===== config.mk =====
export PLATFORM = sky130hd
export DESIGN_NAME = row_debounce
export DESIGN_NICKNAME = d
export VERILOG_FILES = /design/src/rtl/row_debounce.sv
export SDC_FILE = /design/constraint.sdc
export NUM_CORES = 1
export LEC_CHECK = 0
export CORE_UTILIZATION = 55
export DETAILED_ROUTE_END_ITERATION = 8
export GPL_TIMING_DRIVEN = 0
export MAX_ROUTING_LAYER = met4
export PLACE_DENSITY = 0.79
export REMOVE_ABC_BUFFERS = 1
export SYNTH_ARGS = -nofsm -noshare
export SYNTH_HDL_FRONTEND = slang
export SYNTH_SLANG_ARGS = --single-unit

===== constraint.sdc =====
create_clock -name clk -period 2.52 [get_ports clk]
set_clock_uncertainty 0.15 [all_clocks]
set_input_delay 0.252 -clock clk [delete_from_list [all_inputs] [get_ports clk]]
set_output_delay 0.252 -clock clk [all_outputs]
set_load 0.05 [all_outputs]

===== src/rtl/row_debounce.sv =====
// Keypad row conditioner: synchronises active-low row pins, then debounces each row with its own counter.
// Emits press/release pulses and a registered single-key summary. Define GLITCH_COUNT_EN to count aborted transitions.
module row_debounce #(
    parameter int unsigned WIDTH         = 4,
    parameter int unsigned SYNC_STAGES   = 2,
    parameter int unsigned STABLE_CYCLES = 512
) (
    input  logic                     clk,
    input  logic                     reset,
    input  logic [WIDTH-1:0]         rows_raw,
    input  logic                     restart,
    output logic [WIDTH-1:0]         rows_stable,
    output logic [WIDTH-1:0]         press_pulse,
    output logic [WIDTH-1:0]         release_pulse,
    output logic                     any_pressed,
    output logic                     key_valid,
    output logic                     multi_key,
    output logic [$clog2(WIDTH)-1:0] row_index,
    output logic [7:0]               glitch_count
);

    localparam int unsigned CntW = $clog2(STABLE_CYCLES);
    localparam int unsigned IdxW = $clog2(WIDTH);
    localparam logic [CntW-1:0] CntMax = CntW'(STABLE_CYCLES - 1);

    // Synchroniser chain
    logic [WIDTH-1:0] sync_q [SYNC_STAGES];
    logic [WIDTH-1:0] rows_sync;

    always_ff @(posedge clk or negedge reset) begin
        if (!reset) begin
            for (int s = 0; s < SYNC_STAGES; s++) begin
                sync_q[s] <= '1;
            end
        end else begin
            sync_q[0] <= rows_raw;
            for (int s = 1; s < SYNC_STAGES; s++) begin
                sync_q[s] <= sync_q[s-1];
            end
        end
    end

    assign rows_sync = sync_q[SYNC_STAGES-1];

    // Debounce state
    logic [CntW-1:0]  cnt_q [WIDTH];
    logic [CntW-1:0]  cnt_d [WIDTH];
    logic [WIDTH-1:0] stable_q, stable_d;
    logic [WIDTH-1:0] press_q, press_d;
    logic [WIDTH-1:0] release_q, release_d;
    logic             any_q, any_d;
    logic             key_valid_q, key_valid_d;
    logic             multi_q, multi_d;
    logic [IdxW-1:0]  row_index_q, row_index_d;
    logic [WIDTH-1:0] low_d;

    always_comb begin
        stable_d  = stable_q;
        press_d   = '0;
        release_d = '0;
        for (int i = 0; i < WIDTH; i++) begin
            cnt_d[i] = cnt_q[i];
            if (restart) begin
                cnt_d[i] = '0;
            end else if (rows_sync[i] == stable_q[i]) begin
                cnt_d[i] = '0;
            end else if (cnt_q[i] == CntMax) begin
                cnt_d[i]     = '0;
                stable_d[i]  = rows_sync[i];
                press_d[i]   = ~rows_sync[i];
                release_d[i] = rows_sync[i];
            end else begin
                cnt_d[i] = cnt_q[i] + 1'b1;
            end
        end
    end

    // Summary is taken from the next stable value so it lines up with rows_stable.
    always_comb begin
        low_d       = ~stable_d;
        any_d       = |low_d;
        multi_d     = |(low_d & (low_d - 1'b1));
        key_valid_d = any_d & ~multi_d;
        row_index_d = '0;
        for (int i = WIDTH - 1; i >= 0; i--) begin
            if (low_d[i]) begin
                row_index_d = IdxW'(i);
            end
        end
    end

    always_ff @(posedge clk or negedge reset) begin
        if (!reset) begin
            for (int i = 0; i < WIDTH; i++) begin
                cnt_q[i] <= '0;
            end
            stable_q    <= '1;
            press_q     <= '0;
            release_q   <= '0;
            any_q       <= 1'b0;
            key_valid_q <= 1'b0;
            multi_q     <= 1'b0;
            row_index_q <= '0;
        end else begin
            for (int i = 0; i < WIDTH; i++) begin
                cnt_q[i] <= cnt_d[i];
            end
            stable_q    <= stable_d;
            press_q     <= press_d;
            release_q   <= release_d;
            any_q       <= any_d;
            key_valid_q <= key_valid_d;
            multi_q     <= multi_d;
            row_index_q <= row_index_d;
        end
    end

    assign rows_stable   = stable_q;
    assign press_pulse   = press_q;
    assign release_pulse = release_q;
    assign any_pressed   = any_q;
    assign key_valid     = key_valid_q;
    assign multi_key     = multi_q;
    assign row_index     = row_index_q;

`ifdef GLITCH_COUNT_EN
    logic [WIDTH-1:0] abort;
    logic [7:0]       glitch_q, glitch_d;

    // An abort is a partly-counted row falling back to its stable level; restart clears are excluded.
    always_comb begin
        abort = '0;
        for (int i = 0; i < WIDTH; i++) begin
            abort[i] = !restart && (cnt_q[i] != '0) && (rows_sync[i] == stable_q[i]);
        end
        glitch_d = glitch_q;
        if ((|abort) && (glitch_q != 8'hFF)) begin
            glitch_d = glitch_q + 8'd1;
        end
    end

    always_ff @(posedge clk or negedge reset) begin
        if (!reset) begin
            glitch_q <= 8'd0;
        end else begin
            glitch_q <= glitch_d;
        end
    end

    assign glitch_count = glitch_q;
`else
    assign glitch_count = 8'd0;
`endif

endmodule


---- Word-level counts from Yosys, hierarchy flattened ----
Cells that the tools add are included.
storage, ports and cells
  latch bits .............................. 0
  register bits after elaboration ......... 61
  bits in read-only memories .............. 0
  word-level logic and storage cells ...... 88
  output and inout port bits .............. 25
  memories ................................ 0
  bits in writable memories ............... 0
  bits of input ports ..................... 7
cells by class
  bitwise gates (word level) .............. 8
  equal/unequal tests ..................... 8
  add/sub/neg operators ................... 5
  multipliers ............................. 0
  magnitude comparators ................... 0
  shift-type cells ........................ 0
  div/mod/pow operators ................... 0
  mux-type cells .......................... 52
  reductions and logical operators ........ 2
operators by type and width
  kind                                              number
  two-way mux 9 bit                                 12
  adder 9 x 1 -> 9 bit, second input constant       4
  equality test 9 bit, second input constant        4
  two-way mux 1 bit                                 36
  two-way mux 2 bit                                 4
  OR reduction 4 bit                                2
  NOT 1 bit                                         5
  AND 4 bit                                         1
  equality test 1 bit                               4
  NOT 4 bit                                         1
  subtractor 4 x 1 -> 4 bit, second input constant  1
  AND 1 bit                                         1

---- Logic depth before layout (Yosys ltp) ----
  word-level depth ........................ 10
  mapped depth ............................ 10
  gate-level depth less buffers ........... 10

---- Worst setup path after synthesis ----
No wires, ideal clock.
  path kind ............................... reg-to-reg
  from .................................... reg cnt_q[18] in the netlist's numbering
  to ...................................... reg key_valid_q (netlist: key_valid)
  path buffers ............................ 0
  required time ........................... 2.306 ns
  period minus slack after synthesis ...... 2.217 ns
  library setup time ...................... 0.064 ns
  cell stages (with the launch flop) ...... 11
  data arrival time ....................... 2.003 ns
  slack ................................... 0.303 ns
  path through ............................ dfrtp_1 ha_1 nand3_1 nor2_1 and3_1 ha_1 nor2b_4 mux2i_4 inv_1 nor4_1 a211o_1
on the way
  longest elaborated chain between the ends .. 10
  elaborated cells between the ends (all ways) .. 11
  classes of those cells .................. add/sub (1); eq/ne (1); mux (3); bitwise (4); reduce/logical (2)
RTL lines
  element                          line  source
  start, declared                  46    logic [CntW-1:0] cnt_q [WIDTH];
  start signal, assigned by index  106   cnt_q[i] <= cnt_d[i];
  equality test 9 bit (*)          67    end else if (cnt_q[i] == CntMax) begin
  two-way mux 1 bit (*)            67
  two-way mux 1 bit (*)            65    end else if (rows_sync[i] == stable_q[i]) begin
  two-way mux 1 bit (*)            63    if (restart) begin
  via stable_d[1]                  48    logic [WIDTH-1:0] stable_q, stable_d;
  NOT 4 bit (*)                    80    low_d = ~stable_d;
  subtractor 4 x 1 -> 4 bit        82    multi_d = |(low_d & (low_d - 1'b1));
  AND 4 bit                        82
  OR reduction 4 bit               82
  NOT 1 bit                        83    key_valid_d = any_d & ~multi_d;
  AND 1 bit (*)                    83
  via key_valid_d                  52    logic key_valid_q, key_valid_d;
  end signal, assigned             112   key_valid_q <= key_valid_d;
  end, declared                    52
The timed path passes the listed nets; every way through them passes the cells marked *.

---- Worst setup path after layout ----
  from .................................... reg cnt_q[0] in the netlist's numbering
  to ...................................... reg key_valid_q (netlist: key_valid)
on the way
  longest elaborated chain between the ends .. 10
  elaborated cells between the ends (all ways) .. 11
  classes of those cells .................. add/sub (1); eq/ne (1); mux (3); bitwise (4); reduce/logical (2)
RTL lines
  element                    line
  equality test 9 bit (*)    67
  two-way mux 1 bit (*)      67
  two-way mux 1 bit (*)      65
  two-way mux 1 bit (*)      63
  NOT 4 bit (*)              80
  subtractor 4 x 1 -> 4 bit  82
  AND 4 bit                  82
  OR reduction 4 bit         82
  NOT 1 bit                  83
  AND 1 bit (*)              83
  via key_valid_d            52
Marked as above.

==> metrics.txt <==
Post-Synth XOR/XNOR Area 8.26%; Finished Cell Area 3120 um^2; Post-route DRC 0; initial antenna violation count 0; boundary pin count 32; Final setup viols 0; worst skew pair latency 0.33 ns; Final Power 1810 uW; Final Hold Viols 0; first-pass GRT wire length 6700 um; Setup crit start kind flip-flop; Num CTS Buffers 9; H-tree depth 3; Final period util 94.8%; Area after DPL 2900 um^2; IO Port Bufs 23; status finished clean; Synth Area in Simple Gates 19.9%; sequential fraction of the synthesis area 58.1%; Area Growth Syn to Fin 17.7%; clk sinks 61; Max Fclk 0.419 GHz; Setup WS post-layout 0.131 ns; top_reg_cell synth dfrtp_1; WP data arrival 2.44 ns; Initial Util 58.9%; worst r2r path cells 10; Finished Core Util 69.3%; Die Y 71.4 um; largest net degree at the start of global routing 36; sequential cell area 1540 um^2; minimum clock period 2.39 ns; dpl ws 0.0836 ns; Compound-Gate Fraction of Synth Area 2.03%; FF-to-FF setup slack 0.13 ns; cell family with most CP delay simple AND/OR/NAND/NOR gates; cell depth of the worst setup path 10; leakage power 0.00141 uW; number of global-route vias before repair 1517; CP endpoint kind flip-flop; Mapped Avg Cell Area 11.6 um^2; area of the die 5100 um^2; main combinational cell family by area after synthesis simple AND/OR/NAND/NOR gates; row cnt 24; max-slew violations 0; DR vias 1582; most used cell, CP ha_1; Root Driver clkbuf_8; CTS tree done; Die Wd 71.4 um; Yosys reg bits 61; gr usage total 18.4%; area of the multi-input gates 1040 um^2; CP Data Required Time 2.57 ns; CTS Buffer Depth 2; DR vias/cell 4.94; Core Box Area 4500 um^2; Cell Chain, Critical Path ha_1 > nand3_1 > nor2_2 > and3_1 > ha_1 > nand2b_4 > mux2i_4 > buf_4 > nor4_2 > a211o_1; Min Hold Slack 0.181 ns; cell count of the worst hold path 1; Worst-Margin Slew 0.608 ns; Rel. slew slack 59.4%; ant diodes 0; Post-Synth Adder-Cell Area 3.78%; filler cell count 333; mux contribution to synthesized area 3.40%; crit-path max cell delay 0.41 ns; yosys warns 0; ys async rst share 100%; Cell Area, Synth 2650 um^2; total grt overflow 0; Netlist cell types 26; Setup CP Type reg2reg; Antenna Violating Nets Remaining 0; number of synthesized flops with an enable pin 0; CP max stage cell dfrtp_1; max-cap viol count 0; layout cells sized above 1 16.0%; CTS clk-pin slew, worst paths 0.06 ns; CP bufs+invs 1; Nets 278; WL per Instance 12.4 um; Syn Inst Count 229; Post-Route WL 3960 um; PwrDens 581 nW/um^2; Max VDD drop 0.000437 V; crit-path max FO 6; Hold/Removal Path Class in2reg; TritonRoute pass-1 iters 5; DP Wirelength 2710 um; RePlAce Congestion 0.707; Detailed Route Iter0 Violations 63
[synthesized netlist by cell type (all sizes together) (8+ instances only)]
| library cell | count | area share [%] |
|---|---|---|
| xnor2 | 12 | 4.0 |
| nand2 | 9 | 1.3 |
| nand3 | 9 | 1.7 |
| buf | 9 | 2.7 |
| nand2b | 16 | 4.3 |
| nor2 | 42 | 5.9 |
| inv | 8 | 1.1 |
| ha | 8 | 3.8 |
| dfstp | 12 | 12 |
| xor2 | 13 | 4.3 |
| dfrtp | 49 | 46 |
[final cells by class]
cell class,count,area share (%)
Tap cell,52,2.09
Timing Repair Buffer,29,9.14
Clock inverter,2,0.321
Sequential cell,61,49.4
Clock buffer,14,4.89
Inverter,8,0.962
Multi-Input combinational cell,154,33.2
[layout by cell type, fill, tap and decap left out, types with 2 or more instances in the layout]
master           netlist  final
conb_1                 1      8
dfstp_2               12     12
inv_1                  8      8
nand4_1                4      4
nor2b_1                4      4
nor2_1                42     39
dfrtp_1               49     49
clkbuf_8               0     10
buf_4                  8      4
and4_1                 4      4
ha_1                   8      7
nand2_1                9      9
clkbuf_1               4      4
xnor2_1               12     12
nand2b_4               2      2
nor2_2                 0      3
a21oi_1                6      6
nand3_1                9      9
xor2_1                13     13
nand2b_1              14     14
clkdlybuf4s50_1        0     22
and3_1                 4      4
and2_1                 4      4
mux2i_4                4      4
nor2b_4                2      2
clkinv_2               0      2
a211oi_1               2      2
[path summary, 6_finish.rpt]
kind                                     end         from
worst max-delay path               key_valid     cnt_q[0]
worst min-delay path               sync_q[6]  rows_raw[2]
worst max register to register     key_valid     cnt_q[0]
worst min register to register  rows_sync[1]    sync_q[5]
max in group asynchronous          sync_q[5]        reset
min in group asynchronous           cnt_q[8]        reset
[metal layers]
| layer | vias to the layer above | GRT usage, % | share of wire (%) | routed length [um] |
|---|---|---|---|---|
| met4 | 0 | 9.33 | 1.1 | 42 |
| met3 | 4 | 5.91 | 3.5 | 137 |
| met2 | 28 | 26.6 | 48 | 1910 |
| met5 | - | - | 0 | 0 |
| met1 | 755 | 23.4 | 47 | 1870 |
| li1 | 795 | - | - | - |
[power breakdown]
part / switching, uW / total (uW) / internal (uW)
Sequential: 10.2 / 1010 / 998
Clock: 338 / 719 / 382
Combinational: 63.5 / 85.0 / 21.5
[through the flow]
| step | std cells | TNS, ns |
|---|---|---|
| floorplan | 223 | 0 |
| global placement | 298 | -39.92 |
| detailed placement | 299 | 0 |
| CTS | 316 | 0 |
| global route | 320 | -0.00568 |
| finish | 320 | 0 |
[timing repair]
item / 4_1_cts / 5_1_grt
gates resized for setup: 0 / 5
endpoints found under the hold margin: 24 / 0
buffers inserted: 0 / 4
hold buffers: 1 / 0
endpoints found under the setup margin: 0 / 2
[cell families (layout without fill, tap and decap cells)]
kind of cell               after synthesis  count (layout)
adders and majority gates                8               8
other                                    1               8
AOI/OAI and AO/OA                        9               9
and+or+nand+nor                        100             100
xor gates and xnor gates                25              25
buffers and inverters                   21              53
muxes                                    4               4
DFF                                     61              61
[flip-flops by register name, indices dropped and copies added (netlist names)]
signal,flops
any_pressed,1
cnt_q,36
key_valid,1
multi_key,1
press_pulse,4
release_pulse,4
row_index,2
rows_stable,4
rows_sync,4
sync_q,4
[worst reg2reg max path, cell delays in order, from the launching register on]
cell	delay, ns
dfrtp_1	0.41
ha_1	0.23
nand3_1	0.14
nor2_2	0.07
and3_1	0.18
ha_1	0.21
nand2b_4	0.10
mux2i_4	0.32
buf_4	0.18
nor4_2	0.04
a211o_1	0.23
No activity file was read; power rests on OpenSTA's default activity.
